`src/rtl/hazard_pkg.sv`:
```
// Shared types for the pipeline hazard/forwarding controller:
// FSM states, the scoreboard slot layout and the slot match helper.
package hazard_pkg;

    localparam int MAX_REG_W = 8;

    typedef enum logic [1:0] {
        RUN    = 2'd0,
        DRAIN  = 2'd1,
        HALTED = 2'd2
    } hz_state_e;

    // Register fields are stored at a fixed maximum width so the struct stays parameter-free.
    typedef struct packed {
        logic                 valid;
        logic [MAX_REG_W-1:0] rd;
        logic                 reg_write;
        logic                 mem_read;
        logic [MAX_REG_W-1:0] rs;
        logic [MAX_REG_W-1:0] rt;
    } slot_t;

    function automatic logic slot_match(input slot_t s, input logic [MAX_REG_W-1:0] r);
        return s.valid && s.reg_write && (s.rd == r) && (r != {MAX_REG_W{1'b0}});
    endfunction

endpackage

```
`src/rtl/hazard_scoreboard_slot.sv`:
```
// One scoreboard slot: loads its input on every non-frozen edge, holds otherwise.
module hazard_scoreboard_slot
    import hazard_pkg::*;
(
    input  logic  clk,
    input  logic  rst_n,
    input  logic  en,
    input  slot_t d,
    output slot_t q
);

    // Slot register with shift/hold control.
    always_ff @(posedge clk or negedge rst_n) begin
        if (!rst_n) begin
            q <= '0;
        end else if (en) begin
            q <= d;
        end else begin
            q <= q;
        end
    end

endmodule

```
`src/rtl/pipeline_hazard_ctrl.sv`:
```
// Hazard, forwarding and halt-drain controller for the in-order pipeline.
// Tracks one scoreboard slot per post-ID stage (slot 0 = EX, last slot = WB).
module pipeline_hazard_ctrl
    import hazard_pkg::*;
#(
    parameter int NUM_REGS   = 16,
    parameter int REG_W      = $clog2(NUM_REGS),
    parameter int PIPE_DEPTH = 3,
    parameter int SEL_W      = $clog2(PIPE_DEPTH)
) (
    input  logic                            clk,
    input  logic                            rst_n,
    input  logic                            id_valid,
    input  logic [REG_W-1:0]                id_rs,
    input  logic [REG_W-1:0]                id_rt,
    input  logic                            id_rs_used,
    input  logic                            id_rt_used,
    input  logic [REG_W-1:0]                id_rd,
    input  logic                            id_reg_write,
    input  logic                            id_mem_read,
    input  logic                            id_branch,
    input  logic                            id_br_taken,
    input  logic                            id_hlt,
    input  logic                            mem_busy,
    output logic                            stall_if_id,
    output logic                            flush_if_id,
    output logic                            bubble_ex,
    output logic                            freeze,
    output logic [SEL_W-1:0]                fwd_rs_sel,
    output logic [SEL_W-1:0]                fwd_rt_sel,
    output logic [$clog2(PIPE_DEPTH+1)-1:0] inflight,
    output logic                            hlt
);

    localparam int CNT_W = $clog2(PIPE_DEPTH+1);

    hz_state_e            state_r, state_d_s;
    slot_t                slot_q_s [PIPE_DEPTH];
    slot_t                slot_d_s [PIPE_DEPTH];
    slot_t                id_entry_s;
    logic [CNT_W-1:0]     inflight_r, inflight_d_s;
    logic [MAX_REG_W-1:0] src_rs_s, src_rt_s;
    logic                 near_s, load_far_s, hazard_s, load_s;
    logic                 stall_s, flush_s, bubble_s;
    logic                 unused_tail_s;

    // Unused sources are mapped to register 0, which never matches.
    assign src_rs_s = id_rs_used ? MAX_REG_W'(id_rs) : {MAX_REG_W{1'b0}};
    assign src_rt_s = id_rt_used ? MAX_REG_W'(id_rt) : {MAX_REG_W{1'b0}};

    assign near_s     = slot_match(slot_q_s[0], src_rs_s) || slot_match(slot_q_s[0], src_rt_s);
    assign load_far_s = slot_q_s[1].mem_read &&
                        (slot_match(slot_q_s[1], src_rs_s) || slot_match(slot_q_s[1], src_rt_s));

    // Load-use (EX load) and branch-operand hazards for the instruction in ID.
    always_comb begin
        hazard_s = 1'b0;
        if (id_valid) begin
            hazard_s = (near_s && slot_q_s[0].mem_read) || (id_branch && (near_s || load_far_s));
        end else begin
            hazard_s = 1'b0;
        end
    end

    // Next-state and control outputs; freeze overrides everything.
    always_comb begin
        state_d_s = state_r;
        stall_s   = 1'b0;
        flush_s   = 1'b0;
        bubble_s  = 1'b0;
        load_s    = 1'b0;
        if (mem_busy) begin
            state_d_s = state_r;
        end else begin
            case (state_r)
                RUN: begin
                    stall_s  = hazard_s;
                    bubble_s = hazard_s;
                    flush_s  = id_valid && id_branch && id_br_taken && !hazard_s;
                    load_s   = id_valid && !hazard_s && !id_hlt;
                    if (id_valid && id_hlt && !hazard_s) begin
                        state_d_s = DRAIN;
                    end else begin
                        state_d_s = RUN;
                    end
                end
                DRAIN: begin
                    stall_s = 1'b1;
                    if (inflight_r == {CNT_W{1'b0}}) begin
                        state_d_s = HALTED;
                    end else begin
                        state_d_s = DRAIN;
                    end
                end
                HALTED: begin
                    stall_s   = 1'b1;
                    state_d_s = HALTED;
                end
                default: begin
                    state_d_s = RUN;
                end
            endcase
        end
    end

    // Entry presented to slot 0: the ID instruction or an empty slot.
    always_comb begin
        id_entry_s = '0;
        if (load_s) begin
            id_entry_s.valid     = 1'b1;
            id_entry_s.rd        = MAX_REG_W'(id_rd);
            id_entry_s.reg_write = id_reg_write;
            id_entry_s.mem_read  = id_mem_read;
            id_entry_s.rs        = src_rs_s;
            id_entry_s.rt        = src_rt_s;
        end else begin
            id_entry_s = '0;
        end
    end

    for (genvar g = 0; g < PIPE_DEPTH; g++) begin : g_slot
        if (g == 0) begin : g_head
            assign slot_d_s[g] = id_entry_s;
        end else begin : g_tail
            assign slot_d_s[g] = slot_q_s[g-1];
        end
        hazard_scoreboard_slot u_slot (
            .clk   (clk),
            .rst_n (rst_n),
            .en    (!mem_busy),
            .d     (slot_d_s[g]),
            .q     (slot_q_s[g])
        );
    end

    // Occupancy after the coming edge, so the registered count tracks the slots exactly.
    always_comb begin
        inflight_d_s = inflight_r;
        if (!mem_busy) begin
            inflight_d_s = {CNT_W{1'b0}};
            for (int k = 0; k < PIPE_DEPTH; k++) begin
                inflight_d_s = inflight_d_s + CNT_W'(slot_d_s[k].valid);
            end
        end else begin
            inflight_d_s = inflight_r;
        end
    end

    // FSM state and occupancy registers.
    always_ff @(posedge clk or negedge rst_n) begin
        if (!rst_n) begin
            state_r    <= RUN;
            inflight_r <= {CNT_W{1'b0}};
        end else begin
            state_r    <= state_d_s;
            inflight_r <= inflight_d_s;
        end
    end

    // Forward selects: scanning oldest to youngest so the youngest producer wins.
    always_comb begin
        fwd_rs_sel = {SEL_W{1'b0}};
        fwd_rt_sel = {SEL_W{1'b0}};
        for (int k = PIPE_DEPTH-1; k >= 1; k--) begin
            if (slot_match(slot_q_s[k], slot_q_s[0].rs)) begin
                fwd_rs_sel = SEL_W'(k);
            end else begin
                fwd_rs_sel = fwd_rs_sel;
            end
            if (slot_match(slot_q_s[k], slot_q_s[0].rt)) begin
                fwd_rt_sel = SEL_W'(k);
            end else begin
                fwd_rt_sel = fwd_rt_sel;
            end
        end
    end

    assign unused_tail_s = ^{slot_q_s[PIPE_DEPTH-1].mem_read,
                             slot_q_s[PIPE_DEPTH-1].rs,
                             slot_q_s[PIPE_DEPTH-1].rt};

    assign stall_if_id = stall_s;
    assign flush_if_id = flush_s;
    assign bubble_ex   = bubble_s;
    assign freeze      = mem_busy;
    assign inflight    = inflight_r;
    assign hlt         = (state_r == HALTED);

endmodule
```
`config.mk`:
```
export PLATFORM = sky130hd
export DESIGN_NAME = pipeline_hazard_ctrl
export DESIGN_NICKNAME = d
export VERILOG_FILES = /design/src/rtl/hazard_pkg.sv /design/src/rtl/hazard_scoreboard_slot.sv /design/src/rtl/pipeline_hazard_ctrl.sv
export SDC_FILE = /design/constraint.sdc
export NUM_CORES = 1
export LEC_CHECK = 0
export ABC_AREA = 1
export ABC_CLOCK_PERIOD_IN_PS = 3100
export BUFFER_PORTS_ARGS = -buffer_cell sky130_fd_sc_hd__buf_2
export CAP_MARGIN = 10
export CORE_ASPECT_RATIO = 2
export CORE_MARGIN = 1.5
export CORE_UTILIZATION = 50
export CTS_CLUSTER_SIZE = 28
export DETAILED_ROUTE_END_ITERATION = 10
export GPL_ROUTABILITY_DRIVEN = 0
export PLACE_DENSITY_LB_ADDON = 0.3
export SYNTH_ARGS = -nofsm -noshare
export SYNTH_HDL_FRONTEND = slang
export SYNTH_HIERARCHICAL = 1
export SYNTH_SLANG_ARGS = --single-unit
```
`constraint.sdc`:
```
create_clock -name clk -period 3.1 [get_ports clk]
set_input_delay 0.62 -clock clk [delete_from_list [all_inputs] [get_ports clk]]
set_output_delay 0.62 -clock clk [all_outputs]
set_load 0.01 [all_outputs]
```
# Word-level counts from Yosys, hierarchy flattened

Index checks and enable logic that the tools add are counted.

Equality and inequality tests: 10
Mux-type cells: 19
Reductions and logical operators: 42
Add/subtract/negate cells: 2

Operators with widths:

| kind                                                             | number |
|---|---|
| 8-bit by 4-bit == test with 1-bit output                         | 4 |
| 8-bit == test                                                    | 4 |
| 8-bit nonzero test                                               | 4 |
| 1-bit logical AND                                                | 29 |
| 27-bit 2-to-1 mux                                                | 1 |
| 2-bit 2-to-1 mux                                                 | 5 |
| 1-bit 2-to-1 mux                                                 | 9 |
| 4-bit 2-to-1 mux                                                 | 2 |
| 2-bit one-hot mux with 3 select lines                            | 1 |
| 2-bit logical NOT                                                | 2 |
| 1-bit logical OR                                                 | 4 |
| 1-bit by 1-bit adder with 2-bit output                           | 1 |
| 2-bit by 1-bit adder with 2-bit output                           | 1 |
| 2-bit by 1-bit == test with 1-bit output (second input constant) | 1 |
| 2-bit == test (second input constant)                            | 1 |
| 1-bit logical NOT                                                | 2 |
| 1-bit one-hot mux with 2 select lines                            | 1 |
| 2-bit OR reduction                                               | 1 |

Register bits after elaboration: 52
Input bits: 23
Logic and storage cells: 88

# Depth between registers and ports, before layout

Gate-level depths: netlist of run 1.

Depth after elaboration: 18
Depth in mapped cells: 14

# Modules after synthesis

The synthesis of run 1 kept the hierarchy.

By module, submodules not included:

| module                 | area each (µm²) | cells each | sequential area each (µm²) | times used |
|---|---|---|---|---|
| hazard_scoreboard_slot | 1059.8          | 114        | 675.6                      | 3 |
| pipeline_hazard_ctrl   | 1395.1          | 240        | 100.1                      | 1 |

# Least setup slack after synthesis of run 1

OpenSTA, ideal clock, no wires.

Kind: in2reg
Start point: input id_rt_used
End point: register inflight_r[0] (netlist: inflight[0])
Buffers on the path: 2
Library setup time: 0.132 ns
Cell stages on the path: 12
Path slack: 0.869 ns
Data required time: 2.968 ns
Arrival: 2.100 ns
Cells stage by stage: buf_6 > nand2_2 > nand2_1 > nor2_2 > nor2_1 > nand3_1 > nand2_1 > nand2_2 > nand4_4 > buf_6 > fa_1 > o21ai_0

Word-level cells in the longest chain between the ends: 18
Elaborated cells between the ends (all ways): 24

RTL lines:

| item                                     | line                        | text |
|---|---|---|
| from (decl)                              | pipeline_hazard_ctrl.sv:17  | `input logic id_rt_used,` |
| 4-bit 2-to-1 mux *                       | pipeline_hazard_ctrl.sv:49  | `assign src_rt_s = id_rt_used ? MAX_REG_W'(id_rt) : {MAX_REG_W{1'b0}};` |
| 8-bit by 4-bit == test with 1-bit output | hazard_pkg.sv:24            | `return s.valid && s.reg_write && (s.rd == r) && (r != {MAX_REG_W{1'b0}});` |
| 1-bit logical AND (2 in series)          | hazard_pkg.sv:24            |  |
| 1-bit logical OR                         | pipeline_hazard_ctrl.sv:53  | `(slot_match(slot_q_s[1], src_rs_s) \|\| slot_match(slot_q_s[1], src_rt_s));` |
| 1-bit logical AND                        | pipeline_hazard_ctrl.sv:52  | `assign load_far_s = slot_q_s[1].mem_read &&` |
| 1-bit logical OR                         | pipeline_hazard_ctrl.sv:59  | `hazard_s = (near_s && slot_q_s[0].mem_read) \|\| (id_branch && (near_s \|\| load_far_s));` |
| 1-bit logical AND                        | pipeline_hazard_ctrl.sv:59  |  |
| 1-bit logical OR *                       | pipeline_hazard_ctrl.sv:59  |  |
| 1-bit 2-to-1 mux *                       | pipeline_hazard_ctrl.sv:58  | `if (id_valid) begin` |
| 1-bit logical NOT *                      | pipeline_hazard_ctrl.sv:80  | `load_s = id_valid && !hazard_s && !id_hlt;` |
| 1-bit logical AND * (2 in series)        | pipeline_hazard_ctrl.sv:80  |  |
| 1-bit 2-to-1 mux *                       | pipeline_hazard_ctrl.sv:75  | `case (state_r)` |
| 1-bit 2-to-1 mux *                       | pipeline_hazard_ctrl.sv:72  | `if (mem_busy) begin` |
| 27-bit 2-to-1 mux *                      | pipeline_hazard_ctrl.sv:109 | `if (load_s) begin` |
| 1-bit by 1-bit adder with 2-bit output * | pipeline_hazard_ctrl.sv:142 | `inflight_d_s = inflight_d_s + CNT_W'(slot_d_s[k].valid);` |
| 2-bit by 1-bit adder with 2-bit output * | pipeline_hazard_ctrl.sv:142 |  |
| to (signal assigned)                     | pipeline_hazard_ctrl.sv:153 | `inflight_r <= {CNT_W{1'b0}};` |
| to (signal assigned)                     | pipeline_hazard_ctrl.sv:156 | `inflight_r <= inflight_d_s;` |
| to (decl)                                | pipeline_hazard_ctrl.sv:41  | `logic [CNT_W-1:0] inflight_r, inflight_d_s;` |

Mark *: on every way between the ends. The rest lies on a longest branch, timed or not.
A chain may end at the register's enable or synchronous reset.

# Worst setup path after layout of run 1

Start point: register g_slot[1].u_slot/q[25] in the netlist's numbering
End point: output stall_if_id

Word-level cells in the longest chain between the ends: 11
Elaborated cells between the ends (all ways): 14

RTL lines:

| item                                     | line                         | text |
|---|---|---|
| from (decl)                              | hazard_scoreboard_slot.sv:9  | `output slot_t q` |
| from (signal assigned)                   | hazard_scoreboard_slot.sv:19 | `q <= q;` |
| 8-bit by 4-bit == test with 1-bit output | hazard_pkg.sv:24             |  |
| 1-bit logical AND (2 in series)          | hazard_pkg.sv:24             |  |
| 1-bit logical OR *                       | pipeline_hazard_ctrl.sv:53   |  |
| 1-bit logical AND *                      | pipeline_hazard_ctrl.sv:52   |  |
| 1-bit logical OR *                       | pipeline_hazard_ctrl.sv:59   |  |
| 1-bit logical AND *                      | pipeline_hazard_ctrl.sv:59   |  |
| 1-bit logical OR *                       | pipeline_hazard_ctrl.sv:59   |  |
| 1-bit 2-to-1 mux *                       | pipeline_hazard_ctrl.sv:58   |  |
| 1-bit one-hot mux with 2 select lines *  | pipeline_hazard_ctrl.sv:75   |  |
| 1-bit 2-to-1 mux *                       | pipeline_hazard_ctrl.sv:72   |  |
| to (decl)                                | pipeline_hazard_ctrl.sv:25   | `output logic stall_if_id,` |

Marks and branches as above.

==> results of run 1 <==
[cells in the final DEF (no fill, tap or decap), drive strengths merged]
cell type  count
nand2        211
dfrtp         52
nor2          47
inv           37
buf           36
nand3         21
conb          12
xor2          10
xnor2         10
o21ai          6
nand4          6
clkbuf         5
nor4           4
nor3           4
ha             4
o22ai          3
a211oi         3
a21oi          3
o2111ai        2
a31oi          2
nand3b         1
o211ai         1
or2            1
a21boi         1
fa             1
clkinv         1
clkinvlp       1
[final cells by class]
| type | instances | area (um^2) | share of cell area |
|---|---|---|---|
| multi-input cells | 353 | 1730 | 0.476 |
| inverters | 36 | 158 | 0.0434 |
| flip-flops and latches | 52 | 1300 | 0.358 |
| repair buffers | 36 | 188 | 0.0517 |
| well taps | 88 | 110 | 0.0303 |
| clock buffers | 5 | 125 | 0.0344 |
| clock inverters | 3 | 21.3 | 0.00585 |
[worst max-delay path by stage]
stage / startpoint / to / cells after the start
finish: g_slot[1].u_slot/q[25]$_DFFE_PN0P_ / stall_if_id / 8
floorplan: id_rt_used / inflight[0]$_DFFE_PN0N_ / 12
detailed placement: id_rs_used / stall_if_id / 12
global placement: id_rs_used / stall_if_id / 12
global route: g_slot[1].u_slot/q[25]$_DFFE_PN0P_ / stall_if_id / 8
CTS: g_slot[1].u_slot/q[25]$_DFFE_PN0P_ / stall_if_id / 8
[per-stage QoR]
stage               power, mW  area (um^2)
floorplan                1.09         3400
global placement         1.19         3490
detailed placement       1.20         3490
CTS                      1.76         3630
global route             1.84         3630
finish                   1.75         3630
[flip-flops by register name, indices dropped and copies added (netlist names)]
name             cells
g_slot.u_slot/q     48
inflight             2
state_r              2
[power breakdown]
part | total, mW | leakage [nW] | internal (mW) | switching (mW)
Combinational | 0.367 | 1.21 | 0.142 | 0.225
Sequential | 0.821 | 0.688 | 0.736 | 0.0841
Clock | 0.558 | 0.0702 | 0.301 | 0.257
[routing by layer]
metal	global-route usage	wire, um	share of wire
met3	0.0250	208	0.026
met2	0.414	4360	0.54
met1	0.281	3030	0.38
met4	0.155	417	0.052
met5	0	0	0
==> results.toml, run 1 <==
[worst_setup_path]
crit_required_ns = 2.48
worstReg2RegEnd = "inflight[0]$_DFFE_PN0N_"
start_kind = "register"
critical_path.slowest_cell = "dfrtp_1"
r2r-start = "g_slot[1].u_slot/q[21]$_DFFE_PN0P_"
critPathMostFrequentCell = "nand2_1"
r2r_cells = 11
r2r_slack_ns = 0.87
crit_family = "simple AND/OR/NAND/NOR gates"
arrival_ns = 1.97
path_buf_inv = 1
path_cells = "nor2_1 -> nand3_1 -> nor4_1 -> nand2_2 -> nand2_1 -> nand2_1 -> a21boi_1 -> buf_2"
end_kind = "primary output"
slowest_delay_ns = 0.46
critPathKind = "register to primary output"
crit_fanout = 6

[floorplan]
ios = 34
core_um2 = 6570
fp.dieW_um = 61.0
initial_utilization = 0.512
chipHeight_um = 119
rows = 42
die_area_um2 = 7250

[final_layout]
final_layout_size_suffix_gt1_frac = 0.163
fillers = 648
antenna_cells = 0
syn_to_final_growth_pct = 8.08
stdcell_count = 573
post-route-util = 0.553
final_nets = 512

[synth]
syn_area_um2 = 3360
netlist_instances = 450
ys.warnings.count = 6
postSynthAreaPerCell_um2 = 7.47

[drt]
drtPass1Iterations = 4
wl_mm = 8.01
vias = 2937
viasPerCell = 5.13
drtIter0Drc = 159
drc_errors = 0
wl_per_cell_um = 14.0
ant_nets = 0

[sta]
final.min_clock_period_ns = 2.59
hold_viol_final = 0
relSlewSlack = 0.644
slew_viol_final = 0
fin_hold_ws_ns = 0.218
finClkSkew_ns = 0.00381
worst_pin_slew_ns = 0.529
setup_viol = 0
setup_slack_ns = 0.507
finalCritPeriodShare = 0.836
rsz0062_at_grt = "false"
fmax_mhz = 386
fin_setup_tns_ns = 0

[pwr]
ir_worst_vdd_mv = 0.382
p_per_area_nw_per_um2 = 480
power.leakage_nw = 1.97

[global_route]
grt_max_degree = 39
grtUsageTotal = 0.246
antenna_found_initial = 0
first_global_vias = 2840
gr-total-overflow = 0
grt_pass1_wl_mm = 13.4

[clock_network]
cts-resized-gates = 0
postCtsHoldBufs = 0
htreeDepth = 2
clk_latency_ns = 0.30
cts_tree = "done"
clockRootBuffer = "clkbuf_16"
cts_buffers = 5
post-cts-setup-buffers = 0
cts.sinks = 52
clock_path_buffers = 2
clk_pin_slew_worst_paths_ns = 0.07

[place]
pre_cts_slack_ns = 0.526
hpwl_mm = 6.08
dp_cells = 565
portBuffers = 33

[worst_hold_path]
hold_path_class = "input pin to asynchronous set/reset pin"

[run_status]
status = "finished clean"

[job]
max-cap-violations = 0
(Power assumes the default switching activity.)
==> inputs of run 2 (changes only) <==
--- a/config.mk
+++ b/config.mk
@@ -6,7 +6,7 @@
 export NUM_CORES = 1
 export LEC_CHECK = 0
 export ABC_AREA = 1
-export ABC_CLOCK_PERIOD_IN_PS = 3100
+export ABC_CLOCK_PERIOD_IN_PS = 2400
 export BUFFER_PORTS_ARGS = -buffer_cell sky130_fd_sc_hd__buf_2
 export CAP_MARGIN = 10
 export CORE_ASPECT_RATIO = 2
==> constraint.sdc (replaced) <==
create_clock -name clk -period 2.4 [get_ports clk]
set_input_delay 0.48 -clock clk [delete_from_list [all_inputs] [get_ports clk]]
set_output_delay 0.48 -clock clk [all_outputs]
set_load 0.01 [all_outputs]
==> run 2 against run 1 <==
Compared with the run above:
- utilization grew 1.6 points
- final area is 2.8% higher
- total power rose by 30%
- count of clock-buffer cells in the layout unchanged
- worst setup slack got worse by 0.37 ns
- wire length shrank 0.75%
- sequential share of layout area is 0.82 points lower
- largest power group unchanged
- critical path type unchanged
- non-clock buffer count up 8
- global-route usage up 0.21 points
==> results.toml, run 2 (synthesis results as in run 1) <==
[run_status]
status = "finished clean"

[place]
hpwl_mm = 5.91
portBuffers = 33
dp_cells = 568

[floorplan]
die_area_um2 = 7250
rows = 42
chipHeight_um = 119
initial_utilization = 0.512
ios = 34
fp.dieW_um = 61.0
core_um2 = 6570

[worst_setup_path]
crit_fanout = 6
path_cells = "inv_1 -> nand3_1 -> nand2_1 -> nor2_1 -> nand2_1 -> nand2_1 -> nand2_2 -> nand2_1 -> nand2_1 -> a21boi_1 -> buf_2"
end_kind = "primary output"
critPathKind = "register to primary output"
r2r-start = "state_r[0]$_DFFE_PN0N_"
critPathMostFrequentCell = "nand2_1"
crit_required_ns = 1.92
start_kind = "register"
slowest_delay_ns = 0.46
critical_path.slowest_cell = "dfrtp_2"
cp-startpoint = "g_slot[1].u_slot/q[19]$_DFFE_PN0P_"
arrival_ns = 1.78

[worst_hold_path]
hold_path_class = "input pin to asynchronous set/reset pin"

[global_route]
grtUsageTotal = 0.248
first_global_vias = 2909
grt_max_degree = 54
antenna_found_initial = 0
gr-total-overflow = 0
grt_pass1_wl_mm = 13.4

[drt]
vias = 2947
viasPerCell = 5.07
wl_per_cell_um = 13.7
ant_nets = 0
wl_mm = 7.95
drc_errors = 0
drtIter0Drc = 158
drtPass1Iterations = 4

[sta]
finalCritPeriodShare = 0.943
hold_viol_final = 0
final.min_clock_period_ns = 2.26
slew_viol_final = 0
rsz0062_at_grt = "false"
fin_setup_tns_ns = 0
relSlewSlack = 0.559
worst_pin_slew_ns = 0.662
setup_viol = 0
finClkSkew_ns = 0.00954
fmax_mhz = 442

[final_layout]
mostFrequentLayoutCells = "nand2_1 (193), dfrtp_1 (47), nor2_1 (37), buf_2 (32), inv_1 (31)"
stdcell_count = 581
largest_reg_flops = 48
final_layout_size_suffix_gt1_frac = 0.191
final_nets = 520
antenna_cells = 0
syn_to_final_growth_pct = 11.1
largest_register = "g_slot.u_slot/q"
layout_commonest_cell = "nand2_1"
post-route-util = 0.569

[clock_network]
clk_pin_slew_worst_paths_ns = 0.07
clock_path_buffers = 2
clockRootBuffer = "clkbuf_16"
cts.sinks = 52
postCtsHoldBufs = 0
cts_buffers = 5
htreeDepth = 2
clk_latency_ns = 0.30
cts_tree = "done"

[pwr]
switching_share = 0.324
internal_power_mw = 1.54
ir_worst_vdd_mv = 0.505
seq_power_share = 0.465
pwr-share-clk = 0.317
p_switching_uw = 736
p_per_area_nw_per_um2 = 609
comb_power_share = 0.218
power.leakage_nw = 2.01

[job]
max-cap-violations = 0
[run 2: cell types whose count changed in the layout (fill, tap and decap cells not counted), sizes merged]
cell	delta
clkbuf	+1
buf	+7
[run 2: layer usage]
| metal | global-route usage | wire length (um) |
|---|---|---|
| met4 | 0.156 | 436 |
| met3 | 0.0261 | 326 |
| met2 | 0.426 | 4330 |
| met5 | 0 | 0 |
| met1 | 0.273 | 2850 |
[run 2: layout make-up]
| type | instances | area (um^2) |
|---|---|---|
| multi-input cells | 353 | 1750 |
| inverters | 36 | 158 |
| fillers | 650 | 2830 |
| repair buffers | 44 | 263 |
| flip-flops and latches | 52 | 1310 |
| clock inverters | 3 | 21.3 |
| clock buffers | 5 | 125 |
| well taps | 88 | 110 |
[run 2: power groups by stage]
stage	combinational (mW)	sequential (mW)	clock (mW)
floorplan	0.368	1.04	0
global placement	0.470	1.07	0
detailed placement	0.487	1.07	0
CTS	0.489	1.06	0.733
global route	0.567	1.07	0.762
finish	0.496	1.06	0.721
[run 2: final timing paths]
kind	to	slack (ns)	depth (start not counted)
max	stall_if_id	0.14	11
min	g_slot[0].u_slot/q[15]$_DFFE_PN0P_	0.29	2
max reg2reg	inflight[0]$_DFFE_PN0N_	0.43	7
min reg2reg	g_slot[2].u_slot/q[17]$_DFFE_PN0P_	0.47	2
max in group asynchronous	g_slot[1].u_slot/q[21]$_DFFE_PN0P_	1.61	2
min in group clk	g_slot[2].u_slot/q[17]$_DFFE_PN0P_	0.47	2
[run 2: metrics by stage]
stage          worst slack, ns  hold slack, ns  power [mW]  area, um^2
6_report                 0.136           0.294        2.27        3740
5_1_grt                0.00457           0.350        2.40        3740
4_1_cts                 0.0156           0.316        2.28        3670
3_5_place_dp             0.133           0.459        1.56        3520
3_3_place_gp             0.212           0.454        1.54        3520
2_1_floorplan            0.309           0.184        1.41        3400
[run 2: worst max-delay path, delay by kind of cell, from the launching register on]
kind                   cells  cell delay (ns)
flip-flops                 1             0.46
buffers and inverters      2             0.29
AND/OR/NAND/NOR            8             0.62
AO/OA/AOI/OAI              1             0.11
[run 2: repair_timing]
item | CTS | global route
cloned | 0 | 0
gates resized for setup | 1 | 8
buffers inserted | 0 | 5
setup endpoints to repair | 2 | 4
pin swaps | 0 | 0
==> inputs of run 3 (changes only) <==
--- a/config.mk
+++ b/config.mk
@@ -5,7 +5,6 @@
 export SDC_FILE = /design/constraint.sdc
 export NUM_CORES = 1
 export LEC_CHECK = 0
-export ABC_AREA = 1
 export ABC_CLOCK_PERIOD_IN_PS = 2400
 export BUFFER_PORTS_ARGS = -buffer_cell sky130_fd_sc_hd__buf_2
 export CAP_MARGIN = 10
==> run 3 against run 2 <==
Compared with the run above:
- the run now ends with setup timing left
- worst hold slack got worse by 0.093 ns
- via count decreased by 28%
- synthesized cell count decreased by 44%
- sequential share of layout area decreased by 0.12 points
- worst setup slack got worse by 0.29 ns
- sequential power decreased by 7%
- count of clock-buffer cells in the layout unchanged
- critical endpoint unchanged
- largest power group unchanged
==> results.toml, run 3 <==
[floorplan]
rows = 40
die_area_um2 = 6840
core_um2 = 6060
chipHeight_um = 115
fp.dieW_um = 59.2
ios = 34
initial_utilization = 0.522

[worst_setup_path]
start_kind = "register"
arrival_ns = 2.08
critPathKind = "register to primary output"
end_kind = "primary output"
crit_required_ns = 1.92
r2r_cells = 7
crit_fanout = 4

[sta]
finClkSkew_ns = 0.00737
setup_viol = 3
hold_viol_final = 0
fin_hold_ws_ns = 0.200
fmax_mhz = 391
final.min_clock_period_ns = 2.56
slew_viol_final = 0
finalCritPeriodShare = 1.07
relSlewSlack = 0.567
fin_setup_tns_ns = -0.425
worst_pin_slew_ns = 0.650
rsz0062_at_grt = "true"
setup_slack_ns = -0.158

[job]
max-cap-violations = 0

[clock_network]
cts_buffers = 5
clk_latency_ns = 0.30
htreeDepth = 2
clk_pin_slew_worst_paths_ns = 0.07
clock_path_buffers = 2
clockRootBuffer = "clkbuf_16"
postCtsHoldBufs = 0
cts_tree = "done"
cts.sinks = 52

[drt]
wl_per_cell_um = 17.4
viasPerCell = 5.27
drtIter0Drc = 41
vias = 2108
drc_errors = 0
ant_nets = 0
wl_mm = 6.94
drtPass1Iterations = 4

[synth]
ys.warnings.count = 6
postSynthAreaPerCell_um2 = 12.5
syn_area_um2 = 3160
netlist_instances = 253

[global_route]
grt_pass1_wl_mm = 11.2
grt_max_degree = 31
antenna_found_initial = 0
gr-total-overflow = 0
first_global_vias = 2192
grtUsageTotal = 0.223

[pwr]
p_per_area_nw_per_um2 = 564
ir_worst_vdd_mv = 0.525
power_mw = 2.11
power.leakage_nw = 1.79

[final_layout]
final_nets = 343
mostFrequentLayoutCells = "dfrtp_1 (50), mux2_4 (34), buf_2 (32), xor2_1 (22), xnor2_1 (22)"
largest_register = "g_slot.u_slot/q"
fillers = 505
multi_input_area_um2 = 1760
final_area_um2 = 3740
post-route-util = 0.617
area.sequential_um2 = 1300
largest_reg_flops = 48
layout_commonest_cell = "dfrtp_1"
syn_to_final_growth_pct = 18.3
final_layout_size_suffix_gt1_frac = 0.440
antenna_cells = 0

[run_status]
status = "complete, but fails checks"
violations = "setup timing"

[place]
dpl_cell_area_um2 = 3470
hpwl_mm = 4.85
portBuffers = 33

[worst_hold_path]
hold_path_class = "input pin to asynchronous set/reset pin"
run 3: power breakdown:
group	switching [mW]	internal [mW]	leakage [nW]	total (mW)
Sequential	0.0607	0.921	0.672	0.981
Combinational	0.136	0.169	1.04	0.304
Clock	0.331	0.490	0.0798	0.821
Total	0.527	1.58	1.79	2.11
run 3: routing by layer:
metal	track usage	vias to the layer above	wire (um)
met1	0.249	1052	2710
li1	-	1002	-
met2	0.393	39	3840
met5	0	-	0
met4	0.114	0	234
met3	0.0335	15	149
run 3: area by class of cell:
cell class | instances | area share
flip-flops and latches | 52 | 0.349
repair buffers | 57 | 0.102
clock buffers | 5 | 0.0335
clock inverters | 3 | 0.0114
well taps | 84 | 0.0281
multi-input cells | 192 | 0.470
inverters | 7 | 0.00703
run 3: worst paths after layout:
kind	startpoint	end	slack [ns]
max	g_slot[0].u_slot/q[23]$_DFFE_PN0P_	stall_if_id	-0.16
min	rst_n	g_slot[0].u_slot/q[12]$_DFFE_PN0P_	0.20
max reg2reg	g_slot[0].u_slot/q[18]$_DFFE_PN0P_	inflight[0]$_DFFE_PN0N_	0.05
min reg2reg	g_slot[1].u_slot/q[16]$_DFFE_PN0P_	g_slot[1].u_slot/q[16]$_DFFE_PN0P_	0.51
max in group asynchronous	rst_n	g_slot[0].u_slot/q[21]$_DFFE_PN0P_	1.62
min in group clk	mem_busy	state_r[0]$_DFFE_PN0N_	0.51
run 3: timing repair:
item,CTS,global route
pin swaps,12,7
setup buffers,4,1
endpoints found under the setup margin,22,7
resized for setup,11,4
gates cloned,0,0
run 3: per-stage QoR:
step	worst slack, ns	std cells
finish	-0.158	400
global route	-0.265	400
CTS	-0.223	399
detailed placement	-0.124	388
global placement	-0.0740	388
floorplan	0.0142	264
run 3: critical path, stage by stage, from the launching register on:
cell	delay, ns
dfrtp_1	0.39
nor4_2	0.30
o2111a_1	0.29
buf_4	0.13
o2111a_1	0.17
a211oi_2	0.05
buf_4	0.16
nor2_2	0.07
o21a_1	0.11
buf_2	0.12
